[src/rtl/arb_dut.sv]
// arb_dut: four-requester round-robin bus arbiter with one-hot registered grants.
// A grant is held while its owner keeps requesting, then passes on in round-robin order.
`default_nettype none

module arb_dut (
   input  logic clock,
   input  logic rst,
   input  logic req1,
   input  logic req2,
   input  logic req3,
   input  logic req4,
   output logic gnt1,
   output logic gnt2,
   output logic gnt3,
   output logic gnt4
);

   localparam logic [2:0] IDLE = 3'd0;
   localparam logic [2:0] G1   = 3'd1;
   localparam logic [2:0] G2   = 3'd2;
   localparam logic [2:0] G3   = 3'd3;
   localparam logic [2:0] G4   = 3'd4;

   logic [2:0] state;
   logic [2:0] state_nxt;
   logic [1:0] last;
   logic [1:0] last_nxt;
   logic [3:0] gnt;
   logic [3:0] gnt_nxt;
   logic [3:0] req;
   logic [1:0] owner;
   logic [1:0] base;
   logic [1:0] idx;
   logic [1:0] pick;
   logic       found;

   assign req = {req4, req3, req2, req1};

   // Owner index 0..3 for G1..G4; G4 (3'b100) wraps 2'b00 - 1 to 2'b11.
   assign owner = state[1:0] - 2'd1;
   assign base  = (state == IDLE) ? last : owner;

   // Search base+1, base+2, ... with wrap; an unknown request never wins.
   always_comb begin
      found = 1'b0;
      pick  = 2'd0;
      idx   = 2'd0;
      for (int i = 1; i <= 4; i++) begin
         idx = base + i[1:0];
         if (req[idx] && !found) begin
            found = 1'b1;
            pick  = idx;
         end
      end
   end

   always_comb begin
      state_nxt = state;
      last_nxt  = last;
      case (state)
         IDLE: begin
            if (found) begin
               state_nxt = {1'b0, pick} + 3'd1;
            end
         end
         G1, G2, G3, G4: begin
            if (!req[owner]) begin
               last_nxt  = owner;
               state_nxt = found ? ({1'b0, pick} + 3'd1) : IDLE;
            end
         end
         default: begin
            state_nxt = IDLE;
         end
      endcase
   end

   always_comb begin
      gnt_nxt = 4'b0000;
      case (state_nxt)
         G1:      gnt_nxt = 4'b0001;
         G2:      gnt_nxt = 4'b0010;
         G3:      gnt_nxt = 4'b0100;
         G4:      gnt_nxt = 4'b1000;
         default: gnt_nxt = 4'b0000;
      endcase
   end

   always_ff @(posedge clock or posedge rst) begin
      if (rst) begin
         state <= IDLE;
         last  <= 2'd3;
         gnt   <= 4'b0000;
      end else begin
         state <= state_nxt;
         last  <= last_nxt;
         gnt   <= gnt_nxt;
      end
   end

   assign gnt1 = gnt[0];
   assign gnt2 = gnt[1];
   assign gnt3 = gnt[2];
   assign gnt4 = gnt[3];

endmodule

`default_nettype wire

[config.mk]
export PLATFORM = sky130hd
export DESIGN_NAME = arb_dut
export DESIGN_NICKNAME = d
export VERILOG_FILES = /design/src/rtl/arb_dut.sv
export SDC_FILE = /design/constraint.sdc
export NUM_CORES = 1
export LEC_CHECK = 0
export CAP_MARGIN = 40
export CORE_MARGIN = 3
export CORE_UTILIZATION = 51
export DETAILED_ROUTE_END_ITERATION = 6
export GPL_TIMING_DRIVEN = 0
export PLACE_DENSITY_LB_ADDON = 0.12
export SLEW_MARGIN = 20
export SYNTH_ARGS = -nofsm -noshare
export SYNTH_HDL_FRONTEND = slang
export SYNTH_SLANG_ARGS = --single-unit
[constraint.sdc]
create_clock -name clock -period 3.3 [get_ports clock]
set_clock_uncertainty 0.05 [all_clocks]
set_input_delay 0.99 -clock clock [delete_from_list [all_inputs] [get_ports clock]]
set_output_delay 0.99 -clock clock [all_outputs]
set_load 0.05 [all_outputs]
Word-level counts from Yosys, hierarchy flattened
Index checks and enable logic that the tools add are counted.
{"block": "word_totals", "reg_bits": 9, "input_bits": 6, "out_inout_bits": 4, "elab_cells": 55}
{"block": "classes", "n_eq_ne": 8, "muxes": 24, "n_reduce_logical": 9, "order_cmp": 5, "bitwise": 1, "add_sub_neg": 5}
{"op": "$pmux W4 S4", "n": 1}
{"op": "$lt A2 B3 Y1 const B", "n": 5}
{"op": "$eq A3 B2 Y1 const B", "n": 4}
{"op": "$bmux W1 S2", "n": 5}
{"op": "$mux W2", "n": 5}
{"op": "$mux W1", "n": 9}
{"op": "$mux W3", "n": 3}
{"op": "$eq A3 B1 Y1 const B", "n": 2}
{"op": "$eq A3 B3 Y1 const B", "n": 2}
{"op": "$pmux W3 S2", "n": 1}
{"op": "$add A2 B2 Y2 const B", "n": 2}
{"op": "$reduce_or A4 Y1", "n": 1}
{"op": "$add A2 B1 Y3 const B", "n": 1}
{"op": "$logic_and A1 B1 Y1", "n": 3}
{"op": "$logic_not A1 Y1", "n": 3}
{"op": "$logic_not A3 Y1", "n": 1}
{"op": "$add A2 B1 Y2 const B", "n": 1}
{"op": "$reduce_and A2 Y1", "n": 1}
{"op": "$sub A2 B1 Y2 const B", "n": 1}
{"op": "$not A1 Y1", "n": 1}

Depth between registers and ports, before layout
{"block": "depth", "ltp_word": 21, "depth_mapped": 13, "mapped_depth_nobuf": 13}

Worst setup path after synthesis
No wires, ideal clock.
{"block": "synth_path", "kind": "register to register", "from": "register state[0]", "to": "register gnt[1]", "required_ns": 3.183, "path_slack_ns": 0.492, "period_less_slack_ns": 2.808, "n_path_buf": 0, "arrival_time_ns": 2.691, "path_stages_with_launch": 14, "setup_ns": 0.067, "path_cell_list": "dfrtp_1 -> inv_1 -> ha_1 -> nand2b_1 -> a21o_1 -> a21oi_1 -> a21oi_1 -> o22a_1 -> ha_1 -> o41a_1 -> mux2_4 -> a22o_4 -> nand2b_4 -> and3b_1"}
{"block": "synth_via", "elab_chain_len": 21, "elab_cells_between_ends": 45, "cone_classes": "add/sub (5); eq/ne (8); mux (24); reduce/logical (8)"}
{"item": "start, declared", "line": "24", "rtl": "logic [2:0] state;"}
{"item": "start signal, assigned", "line": "95", "rtl": "state <= state_nxt;"}
{"item": "$sub A2 B1 Y2 (*)", "line": "40", "rtl": "assign owner = state[1:0] - 2'd1;"}
{"item": "via owner[0]", "line": "31", "rtl": "logic [1:0] owner;"}
{"item": "$mux W2", "line": "41", "rtl": "assign base = (state == IDLE) ? last : owner;"}
{"item": "$add A2 B1 Y2", "line": "49", "rtl": "idx = base + i[1:0];"}
{"item": "$bmux W1 S2", "line": "50", "rtl": "if (req[idx] && !found) begin"}
{"item": "$mux W1 (implied by the code)", "line": "50"}
{"item": "$mux W1", "line": "50"}
{"item": "$logic_not A1 Y1", "line": "50"}
{"item": "[8 not listed]"}
{"item": "$add A2 B1 Y3", "line": "63, 69"}
{"item": "$mux W3", "line": "69", "rtl": "state_nxt = found ? ({1'b0, pick} + 3'd1) : IDLE;"}
{"item": "$mux W3", "line": "67", "rtl": "if (!req[owner]) begin"}
{"item": "$pmux W3 S2 (*)", "line": "60", "rtl": "case (state)"}
{"item": "via state_nxt[2]", "line": "25", "rtl": "logic [2:0] state_nxt;"}
{"item": "$eq A3 B3 Y1, or another cell as far along", "line": "80", "rtl": "case (state_nxt)"}
{"item": "$pmux W4 S4 (*)", "line": "80"}
{"item": "via gnt_nxt[1]", "line": "29", "rtl": "logic [3:0] gnt_nxt;"}
{"item": "end signal, assigned", "line": "97", "rtl": "gnt <= gnt_nxt;"}
{"item": "end, declared", "line": "28", "rtl": "logic [3:0] gnt;"}
The timed path passes the listed nets; every way through them passes the cells marked *. The select of a mux whose other input is x is not followed.
A chain may end at the register's enable or synchronous reset.

Final worst setup path
Same ends and word-level chain as after synthesis.

==> results.json <==
{
  "busiest_layer": "met2",
  "rsz0062_at_grt": "false",
  "syn-num-nets": 75,
  "synth_warnings": 0,
  "cts_buffer_depth": 2,
  "power_frac_comb_pct": 69.4,
  "synth_seq_cells": 9,
  "setup_viol": 0,
  "slew_headroom_pct": 64.3,
  "cts.htree.levels": 1,
  "yosys.area.top_type": "dfrtp_1",
  "drt-total-wl_microns": 1340,
  "dp_hpwl_microns": 1080,
  "r2r-end": "gnt[1]$_DFF_PP0_",
  "yosys.area_share.simple_pct": 19.2,
  "worstHoldPathType": "flip-flop to flip-flop",
  "critPathCaptureType": "flip-flop",
  "dieWidth_microns": 42.5,
  "status": "complete, no violations",
  "internal-power_uw": 505,
  "cts_tree": "built",
  "met1_usage_pct": 24.3,
  "p_leak_uw": 0.000387,
  "cp.required_ps": 3450,
  "syn_to_final_growth_pct": 19.9,
  "syn-instance-count": 64,
  "clk_pin_slew_ps": 70,
  "arrival_ps": 3200,
  "route.detailed.drc": 0,
  "r2r_slack_ps": 250,
  "yosys.area_share.xor_xnor_pct": 0,
  "cts_hold_buf": 0,
  "p_per_area_mw_per_mm2": 1130,
  "worst_slew_pin_slew_ps": 531,
  "utilization_pct": 69.6,
  "synthAdderAreaFrac_pct": 9.21,
  "post_cts_buffers": 0,
  "cts_root_buf": "clkbuf_4",
  "crit_type": "flip-flop to flip-flop",
  "fin_crit_sh_pct": 92.4,
  "syn_avg_cell_area_sq_um": 10.6,
  "antenna_cells": 0,
  "yosys-top-cells-area": "dfrtp_1, ha_1, dfstp_2",
  "cts_buffers": 3,
  "area.sequential_sq_um": 228,
  "drive_above_1_share_pct": 23.7,
  "synth-seq-area-share_pct": 33.5,
  "critical_path.max_fanout": 8,
  "grt_max_degree": 10,
  "vias": 547,
  "cts-resized-gates": 0,
  "antenna_found_initial": 0,
  "critPathCapture": "gnt[1]$_DFF_PP0_",
  "port_buffers": 8,
  "fin_crit_ps": 3050,
  "multiInputGateArea_sq_um": 415,
  "power.share.clock_pct": 9.3,
  "grtUsageTotal_pct": 17.0,
  "finalMaxSlewViolations": 0,
  "fin_cells": 90,
  "net-switching-power_uw": 413,
  "die-area_sq_mm": 0.00181,
  "seqPwrFrac_pct": 21.3,
  "synth_area_sq_um": 679,
  "hold_viol": 0,
  "rr_startpoint": "state[0]$_DFF_PP0_",
  "synthMuxAreaShare_pct": 7.00,
  "postRouteAntennaNets": 0,
  "rr_worst_depth": 13,
  "synth_top_family_by_area": "compound AO/OA/AOI/OAI gates",
  "vdd_drop_max_v": 0.000590,
  "cts.sinks": 9,
  "core_area_sq_mm": 0.00117,
  "wire_per_inst_microns": 14.9,
  "place.gp.congestion": 0.808,
  "grt.overflow.total": 0,
  "grtUsageMet2_pct": 24.9,
  "max_freq_mhz": 328,
  "nets": 88,
  "synth_top_area_share_pct": 25.8,
  "io_pins": 10,
  "clkLatencyLatePin_ps": 260,
  "avgViaCountPerCell": 6.08,
  "start_util_pct": 58.0,
  "fillers": 96,
  "die_y_microns": 42.5,
  "max_cap_viol_count": 0,
  "drt_iter0_drc": 16,
  "globalRouteMet3Util_pct": 5.15,
  "dp_cells": 86,
  "first_pass_iters": 4,
  "crit_start": "state[0]$_DFF_PP0_",
  "synth-compound-area-share_pct": 25.0,
  "yosysUniqueCellTypes": 35,
  "start_kind": "flip-flop",
  "num_rows": 12,
  "grt_pass1_wl_microns": 2330,
  "grt_pass1_vias": 497,
  "p_sw_share_pct": 45.0
}
==> synth_stat cells (all sizes together) <==
cell     instances
and3b            1
and4b            1
o21ai            1
a21o             1
ha               5
nand2            3
a22oi            1
buf              2
nor4b            1
nand2b           3
nor2             4
mux4             1
a211oi           1
a32o             2
a22o             1
a211o            1
a32oi            1
inv              5
or4              1
mux2i            1
nor4             2
o22a             1
nor3             1
nor3b            1
o41a             1
dfstp            2
dfrtp            7
mux2             1
o2111ai          1
a311oi           1
nor2b            2
o31ai            1
a21oi            5
a311o            1
==> layout by cell type (no fill, tap or decap), drive strengths merged, types with 3 or more instances in the layout <==
master	netlist	routed
dfrtp	7	7
clkdlybuf4s50	0	6
inv	5	5
clkbuf	0	3
nand2b	3	3
ha	5	5
nor2	4	4
nand2	3	3
a21oi	5	5
==> power by group through the flow <==
stage	Sequential [uW]	Clock (uW)	Combinational [uW]
3_3_place_gp	198	0	610
2_1_floorplan	231	0	463
5_1_grt	203	98.1	703
6_report	196	85.0	637
3_5_place_dp	199	0	625
4_1_cts	197	87.5	629
==> registers in the layout, indices dropped and copies added (netlist names) <==
register / flops
gnt: 4
state: 3
last: 2
==> critical path, stage by stage, from the launching register on <==
cell and delay, ps:
dfrtp_1 470, inv_1 150, ha_2 270, nand2b_2 140, a21o_1 230, a21oi_1 180, a21oi_1 100, o22a_1 190
ha_1 200, o41a_1 140, mux2_4 290, a22o_4 240, nand2b_4 140, and3b_1 210
==> final cells by class <==
cell class,count,area share (%)
repair buffers,8,10.4
inverters,5,2.30
flip-flops and latches,9,28.0
well taps,14,2.15
clock inverters,1,0.614
multi-input cells,48,51.0
clock buffers,3,2.76
plain buffers,2,2.76
==> through the flow <==
stage / power, uW / instance area [sq um] / TNS (ps) / hold WS (ps) / worst slack [ps]
after floorplan: 694 / 679 / 0 / 438 / 492
after global placement: 807 / 777 / -465 / 452 / -190
after detailed placement: 825 / 777 / -585 / 456 / -218
after CTS: 914 / 805 / 0 / 475 / 56.2
after global routing: 1000 / 815 / 0 / 487 / 60.6
final: 917 / 815 / 0 / 471 / 252
==> worst min-delay path by stage <==
stage / startpoint / cells past startpoint / slack (ps) / to
3_3_place_gp: last[1]$_DFFE_PP1P_ / 2 / 450 / last[1]$_DFFE_PP1P_
6_report: last[1]$_DFFE_PP1P_ / 2 / 470 / last[1]$_DFFE_PP1P_
3_5_place_dp: last[0]$_DFFE_PP1P_ / 2 / 460 / last[0]$_DFFE_PP1P_
4_1_cts: last[1]$_DFFE_PP1P_ / 2 / 470 / last[1]$_DFFE_PP1P_
5_1_grt: last[1]$_DFFE_PP1P_ / 2 / 490 / last[1]$_DFFE_PP1P_
2_1_floorplan: last[0]$_DFFE_PP1P_ / 2 / 440 / last[0]$_DFFE_PP1P_
==> cell families after synthesis <==
logic type                 after synthesis
buffers and inverters                    7
adders and majority gates                5
muxes                                    3
and+or+nand+nor                         20
AOI/OAI and AO/OA                       20
DFF                                      9
==> routing by layer <==
metal,routed length (microns),part of all wire [%],vias up
met4,0,0,0
met1,683,51,266
li1,-,-,274
met2,629,47,7
met3,30,2.2,0
met5,0,0,-
Power figures use the tool's default switching activity.
